<file path="config.mk">
export PLATFORM = sky130hd
export DESIGN_NAME = dccm_port_arbiter
export DESIGN_NICKNAME = d
export VERILOG_FILES = /design/src/rtl/dccm_port_arbiter.sv
export SDC_FILE = /design/constraint.sdc
export NUM_CORES = 1
export LEC_CHECK = 0
export ABC_AREA = 1
export CAP_MARGIN = 25
export CORE_AREA = 2 2 116 118
export CTS_CLUSTER_DIAMETER = 50
export DETAILED_ROUTE_END_ITERATION = 16
export DIE_AREA = 0 0 118 120
export SETUP_SLACK_MARGIN = 0.3
export SLEW_MARGIN = 40
export SYNTH_ARGS = -nofsm -noshare
export SYNTH_HDL_FRONTEND = slang
export SYNTH_SLANG_ARGS = --single-unit
</file>
<file path="constraint.sdc">
create_clock -name clk -period 1.4 [get_ports clk]
set_input_delay 0.28 -clock clk [delete_from_list [all_inputs] [get_ports clk]]
set_output_delay 0.28 -clock clk [all_outputs]
set_load 0.05 [all_outputs]
</file>
<file path="src/rtl/dccm_port_arbiter.sv">
// Shares the single-port DCCM SRAM between the core LSU port and the external loader/debug port.
// The core has fixed priority, and a starvation guard hands the ext port a slot after STARVE_MAX losses.
module dccm_port_arbiter #(
  parameter int ADDR_W     = 14,
  parameter int DATA_W     = 32,
  parameter int STARVE_MAX = 4
) (
  input  logic                clk,
  input  logic                rst,
  input  logic                core_req_i,
  input  logic                core_we_i,
  input  logic [DATA_W/8-1:0] core_be_i,
  input  logic [31:0]         core_addr_i,
  input  logic [DATA_W-1:0]   core_wdata_i,
  output logic                core_gnt_o,
  output logic                core_rvalid_o,
  output logic [DATA_W-1:0]   core_rdata_o,
  input  logic                ext_req_i,
  input  logic                ext_we_i,
  input  logic [DATA_W/8-1:0] ext_be_i,
  input  logic [31:0]         ext_addr_i,
  input  logic [DATA_W-1:0]   ext_wdata_i,
  output logic                ext_gnt_o,
  output logic                ext_rvalid_o,
  output logic [DATA_W-1:0]   ext_rdata_o,
  output logic                sram_ce_o,
  output logic                sram_we_o,
  output logic [DATA_W/8-1:0] sram_be_o,
  output logic [ADDR_W-1:0]   sram_addr_o,
  output logic [DATA_W-1:0]   sram_wdata_o,
  input  logic [DATA_W-1:0]   sram_rdata_i,
  output logic                conflict_o
);

  localparam int BE_W  = DATA_W / 8;
  localparam int CNT_W = $clog2(STARVE_MAX + 1);
  localparam logic [CNT_W-1:0] CNT_MAX = CNT_W'(STARVE_MAX);

  logic             both_req;
  logic             ext_turn;
  logic             core_grant;
  logic             ext_grant;
  logic [CNT_W-1:0] starve_cnt;
  logic             resp_valid;
  logic             resp_ext;
  logic             conflict;
  logic             unused_addr;

  assign both_req = core_req_i & ext_req_i;
  assign ext_turn = both_req & (starve_cnt == CNT_MAX);

  // Grants are combinational and held off entirely while reset is asserted.
  assign core_grant = ~rst & core_req_i & ~ext_turn;
  assign ext_grant  = ~rst & ext_req_i & (~core_req_i | ext_turn);

  assign core_gnt_o = core_grant;
  assign ext_gnt_o  = ext_grant;

  // Counts consecutive cycles in which the ext port lost to the core.
  always_ff @(posedge clk) begin
    if (rst) begin
      starve_cnt <= '0;
    end else if (!ext_req_i || ext_grant) begin
      starve_cnt <= '0;
    end else if (core_grant && starve_cnt != CNT_MAX) begin
      starve_cnt <= starve_cnt + 1'b1;
    end
  end

  always_comb begin
    sram_ce_o    = core_grant | ext_grant;
    sram_we_o    = 1'b0;
    sram_be_o    = '0;
    sram_addr_o  = '0;
    sram_wdata_o = '0;
    if (core_grant) begin
      sram_we_o    = core_we_i;
      sram_be_o    = core_be_i;
      sram_addr_o  = core_addr_i[ADDR_W+1:2];
      sram_wdata_o = core_wdata_i;
    end else if (ext_grant) begin
      sram_we_o    = ext_we_i;
      sram_be_o    = ext_be_i;
      sram_addr_o  = ext_addr_i[ADDR_W+1:2];
      sram_wdata_o = ext_wdata_i;
    end
  end

  // Remembers which port owns the response that appears on the following cycle.
  always_ff @(posedge clk) begin
    if (rst) begin
      resp_valid <= 1'b0;
      resp_ext   <= 1'b0;
      conflict   <= 1'b0;
    end else begin
      resp_valid <= core_grant | ext_grant;
      resp_ext   <= ext_grant;
      conflict   <= both_req;
    end
  end

  // Gating with rst drops a response whose grant was followed directly by reset.
  assign core_rvalid_o = resp_valid & ~resp_ext & ~rst;
  assign ext_rvalid_o  = resp_valid & resp_ext & ~rst;
  assign core_rdata_o  = sram_rdata_i;
  assign ext_rdata_o   = sram_rdata_i;
  assign conflict_o    = conflict;

  assign unused_addr = ^{core_addr_i[31:ADDR_W+2], core_addr_i[1:0],
                         ext_addr_i[31:ADDR_W+2], ext_addr_i[1:0], BE_W[0]};

endmodule

</file>
* Yosys cells after proc, flatten, opt, wreduce, memory -nomap -nowiden
Cells that the tools add are included.
** Storage, ports and cells
- Flip-flop bits (word level) :: 6
- Latch bits :: 0
- Memory bits (writable) :: 0
- ROM bits :: 0
- Input port bits :: 174
- Output and inout port bits :: 121
- Logic and storage cells :: 35
- Memories :: 0
** Operators by class
- Add/subtract/negate cells :: 1
- Multipliers :: 0
- Divide/modulo/power cells :: 0
- Magnitude comparators :: 0
- Eq/ne operators :: 2
- Shifts and indexed selects :: 0
- Mux-type cells :: 8
- Bitwise gates (word level) :: 16
- Reduce and logical (&&, ||, !) cells :: 4
** Operators by type and width (number)
- 32-bit 2-to-1 mux :: 2
- 14-bit 2-to-1 mux :: 2
- 1-bit bitwise AND :: 10
- 4-bit 2-to-1 mux :: 2
- 1-bit inverter :: 4
- 3-bit by 1-bit adder with 3-bit output (second input constant) :: 1
- 3-bit equality test (second input constant) :: 1
- 3-bit inequality test (second input constant) :: 1
- 1-bit 2-to-1 mux :: 2
- 1-bit bitwise OR :: 2
- 2-bit OR reduction :: 1
- 1-bit logical AND :: 1
- 1-bit zero test :: 1
- 1-bit logical OR :: 1

* Longest topological paths before layout
- Depth in word-level cells :: 6
- Gate-level depth with buffers :: 7
- Gate-level depth less buffers :: 6

* Worst setup path before layout
OpenSTA, ideal clock, no wires.
- Kind :: input to output
- Start :: input rst
- End :: output core_rvalid_o
- Data arrival time :: 1.585 ns
- Data required time :: 1.120 ns
- Setup slack :: -0.465 ns
- Stages on the path :: 2
- Buffers on the path :: 1
- Cells stage by stage :: buf_6 nor3b_1
** Between the ends
- Longest elaborated chain between the ends :: 2
** Ends and longest elaborated chain
- from (decl) :: line 9 : input logic rst,
- 1-bit inverter :: line 103 : assign core_rvalid_o = resp_valid & ~resp_ext & ~rst;
- 1-bit bitwise AND :: line 103
- to (decl) :: line 16 : output logic core_rvalid_o,
Every way passes these cells.

* Final worst setup path
- Start :: register starve_cnt[1]
- End :: output sram_addr_o[0]
** Between the ends
- Longest elaborated chain between the ends :: 6
- Elaborated cells on any way between the ends :: 8
- Those cells by class :: eq/ne: 1; mux: 2; bitwise: 5
** Ends and longest elaborated chain
- from (decl) :: line 43 : logic [CNT_W-1:0] starve_cnt;
- from (signal assigned) :: line 66 : starve_cnt <= starve_cnt + 1'b1;
- 3-bit equality test (*) :: line 50 : assign ext_turn = both_req & (starve_cnt == CNT_MAX);
- 1-bit bitwise AND (*) :: line 50
- 1-bit bitwise OR :: line 54 : assign ext_grant = ~rst & ext_req_i & (~core_req_i | ext_turn);
- 1-bit bitwise AND :: line 54
- 14-bit 2-to-1 mux :: line 81 : end else if (ext_grant) begin
- 14-bit 2-to-1 mux (*) :: line 76 : if (core_grant) begin
- to (decl) :: line 29 : output logic [ADDR_W-1:0] sram_addr_o,
Mark *: on every way between the ends. The rest lies on a longest branch, timed or not.

==> summary.md <==
| Metric | Value |
|---|---|
| Top-area cell type share of the netlist area | 29.85% |
| Worst Path Arrival | about 1500 ps |
| First-pass GRT wire length | around 13,000 um |
| Part of the cycle the worst path needs | 126.4% |
| Number of DRC violations after detailed routing | 0 |
| Time the worst path needs with I/O delays and setup | about 1800 ps |
| Mean instance size in the synthesized netlist | 6.404 sq um |
| PD cells | between 400 and 500 nW/um^2 |
| Failing checks | negative setup slack |
| Setup CP Type | flip-flop to primary output |
| Vias per cell | between 3 and 4 |
| I/O Buffers | 162 |
| Crit path largest cell delay | 310 ps |
| Effective utilization at floorplan | 13.37% |
| Cell area after technology mapping | around 1700 sq um |
| # Max-Cap Violations | 0 |
| CTS Root Buffer Type | clkbuf_16 |
| Count of placed standard cells including taps | 547 |
| Share of the yosys chip area belonging to registers | under 10% |
| VDD IR-drop max | 0.2720 mV |
| Worst clock skew | 0.9831 ps |
| Tightest Pin Transition | approximately 190 ps |
| Int Power | roughly 1.4 mW |
| Hold WC Path Type | input pin to flip-flop |
| Instance count of the mapped netlist | roughly 270 |
| Number of global-route vias before repair | between 2,000 and 2,500 |
| Number of hold-repair buffers added at the cts stage | 0 |
| Setup repair after global routing missed its margin | true |
| Final setup violating endpoints | 53 |
| Power share of the combinational group | roughly 73% |
| Max Buffers Root-to-Sink | 2 |
| Hold Vio Cnt, Final | 0 |
| Highest Clock Rate | about 0.57 GHz |
| Setup_tns | -17,550 ps |
| Cell family with most CP delay | simple AND/OR/NAND/NOR gates |
| Kind of capture point of the worst setup path | primary output |
| Required time worst endpoint | 1120 ps |
| Width of the chip | roughly 120 um |
| Worst path most repeated cell | nand2_8 |
| Most common cell after layout, fill and taps aside | clkdlybuf4s50_1 |
| Die Outline Area | approximately 14,000 sq um |
| Residual antenna-violating net count after detailed routing | 0 |
| Estimated wirelength of the detail-placed design | between 6000 and 7000 um |
| Number of synthesized register bits | 6 |
| Drt wl/cell | between 10 and 15 um |
| Total Wirelength | about 7900 um |
| Remaining Overflow, GRT | 0 |
| Vertical die dimension | approximately 120 um |
| Core area | approximately 13,000 sq um |
| Highest layer used for signal routing | met4 |
| DRT met1 WL | roughly 2800 um |
| Outcome | complete, but fails checks |
| Top library cells by usage in the layout, fill and taps aside | clkdlybuf4s50_1, buf_12, nand3_2 |
| Buffers and inverters on the worst path | 3 |
| Aggregate global-route resource usage | 10.89% |
| Worst slew margin relative to its limit | 87.06% |
| Total number of placement rows | 42 |
| DRT Pass-1 Iters | 4 |
| Largest area contributor in the synthesized netlist | buf_4 |
| Placer's final routability congestion estimate | between 0.7 and 0.8 |
| Type of origin of the critical path | flip-flop |
| Non-filler cells, final | 559 |
| Syn nets | ~450 |
| Final non-filler cell area | roughly 5200 sq um |
| Power, Total | roughly 2.3 mW |
| Slowest stage cell, crit path | dfxtp_2 |
| Number of DRC markers in iteration 0 | 48 |
| Clk pin slew, worst setup/hold paths | around 30 ps |
| Number of buffers added by the clock tree synthesis step | 3 |
| Initial antenna violation count | 0 |
| Top post-synthesis cells by area | buf_4, nand3_1, nand2_1 |
| DP Area | 4832 sq um |
| Skew-Pair Late Insertion Delay | roughly 220 ps |
| TritonCTS clock tree | yes |
| Area added between synthesis and finish | 197.7% |
| Flop pwr share | under 10% |
| Number of primary I/O pins | slightly below 300 |
| Met2 WL | just over 4000 um |
| Warning count from the yosys run | 0 |
| Share of cells above drive strength 1 | 63.71% |
| Via count | about 2,200 |
| Clock network fraction of total power | between 10% and 20% |
| Crit path setup slack, layout | -368.9 ps |
| Met3 wire length | 831 um |
| Pin count of the biggest net entering global routing | 28 |
| Clk sink count | 6 |
| Count of distinct cell types in the synthesized netlist | 19 |
| Net count, final | 561 |
| Total leakage power | around 1.9 nW |
| Largest driver fanout on the critical path | 7 |
| H-tree levels | 1 |
| Crit path cell chain | inv_2 -> ha_4 -> nand2_4 -> nand2_8 -> clkbuf_16 -> nand3_4 -> nand2_8 -> buf_12 |
| Net switching power figure | between 0.9 and 1 mW |
| Switch share | between 30% and 40% |
| Final Max Tran Viols | 0 |
| Total inserted antenna cells | 0 |
[kinds of logic after synthesis]
family          after synthesis  synth area share (%)
compound gates                2                0.5768
xor+xnor                      1                0.5048
fa+ha+maj                     2                 1.442
buf+inv                      91                 40.74
flops                         6                 6.922
simple gates                169                 49.82
[what timing repair did]
action	in CTS	in global routing
buffers inserted	6	0
pin swaps	6	8
resized for setup	32	7
setup endpoints to repair	62	57
gates cloned	2	1
[Yosys cell counts (all sizes together)]
| library cell | number |
|---|---|
| nand3 | 104 |
| buf | 83 |
| nand2 | 55 |
| dfxtp | 6 |
| inv | 6 |
| nor2 | 6 |
| a21oi | 2 |
| and2 | 2 |
| clkbuf | 2 |
| ha | 2 |
| nor3 | 1 |
| nor3b | 1 |
| xnor2 | 1 |
[state kept, by name (all words and copies together), names as in the netlist]
register	count
resp_ext	1
conflict_o	1
starve_cnt	3
resp_valid	1
[metrics by stage]
stage / hold WS, ps / utilization, % / worst slack (ps)
after floorplan: 405.9 / - / 14.50
final: 482.6 / 39.80 / -368.9
after detailed placement: 501.6 / 37.23 / -658.8
after global routing: 504.2 / 39.80 / -428.7
after CTS: 479.6 / 39.28 / -396.2
after global placement: 487.5 / 37.23 / -614.6
[metal layers]
| layer | GRT usage [%] | up-vias |
|---|---|---|
| li1 | - | 1066 |
| met1 | 11.86 | 999 |
| met2 | 19.84 | 125 |
| met3 | 4.278 | 14 |
| met4 | 2.485 | 0 |
| met5 | 0 | - |
[tightest hold or removal path: cells and delay by family]
| kind | cells | cell delay [ps] |
|---|---|---|
| AOI/OAI and AO/OA | 1 | 60 |
| buffers and inverters | 3 | 320 |
[final timing paths]
check / startpoint / end / slack [ps] / depth (start not counted)
setup / recovery: starve_cnt[1] / sram_addr_o[0] / -370 / 8
setup reg to reg: starve_cnt[1] / resp_ext / 250 / 6
hold reg to reg: starve_cnt[0] / starve_cnt[0] / 500 / 2
hold / removal: core_req_i / resp_valid / 480 / 4
[power groups by stage]
| stage | clock network, mW | registers, mW | logic [mW] |
|---|---|---|---|
| final | 0.455 | 0.184 | 1.71 |
| after global placement | 0 | 0.184 | 1.63 |
| after CTS | 0.463 | 0.184 | 1.71 |
| after floorplan | 0 | 0.187 | 1.28 |
| after global routing | 0.472 | 0.185 | 1.79 |
| after detailed placement | 0 | 0.184 | 1.64 |
[final cells by class]
type | count | area (sq um)
Multi-Input combinational cell | 174 | 2007
Timing Repair Buffer | 194 | 2708
Tap cell | 176 | 220.2
Clock buffer | 3 | 75.07
Fill cell | 1270 | 7814
Sequential cell | 6 | 125.1
Inverter | 6 | 31.28
No activity file was read; power rests on OpenSTA's default activity.
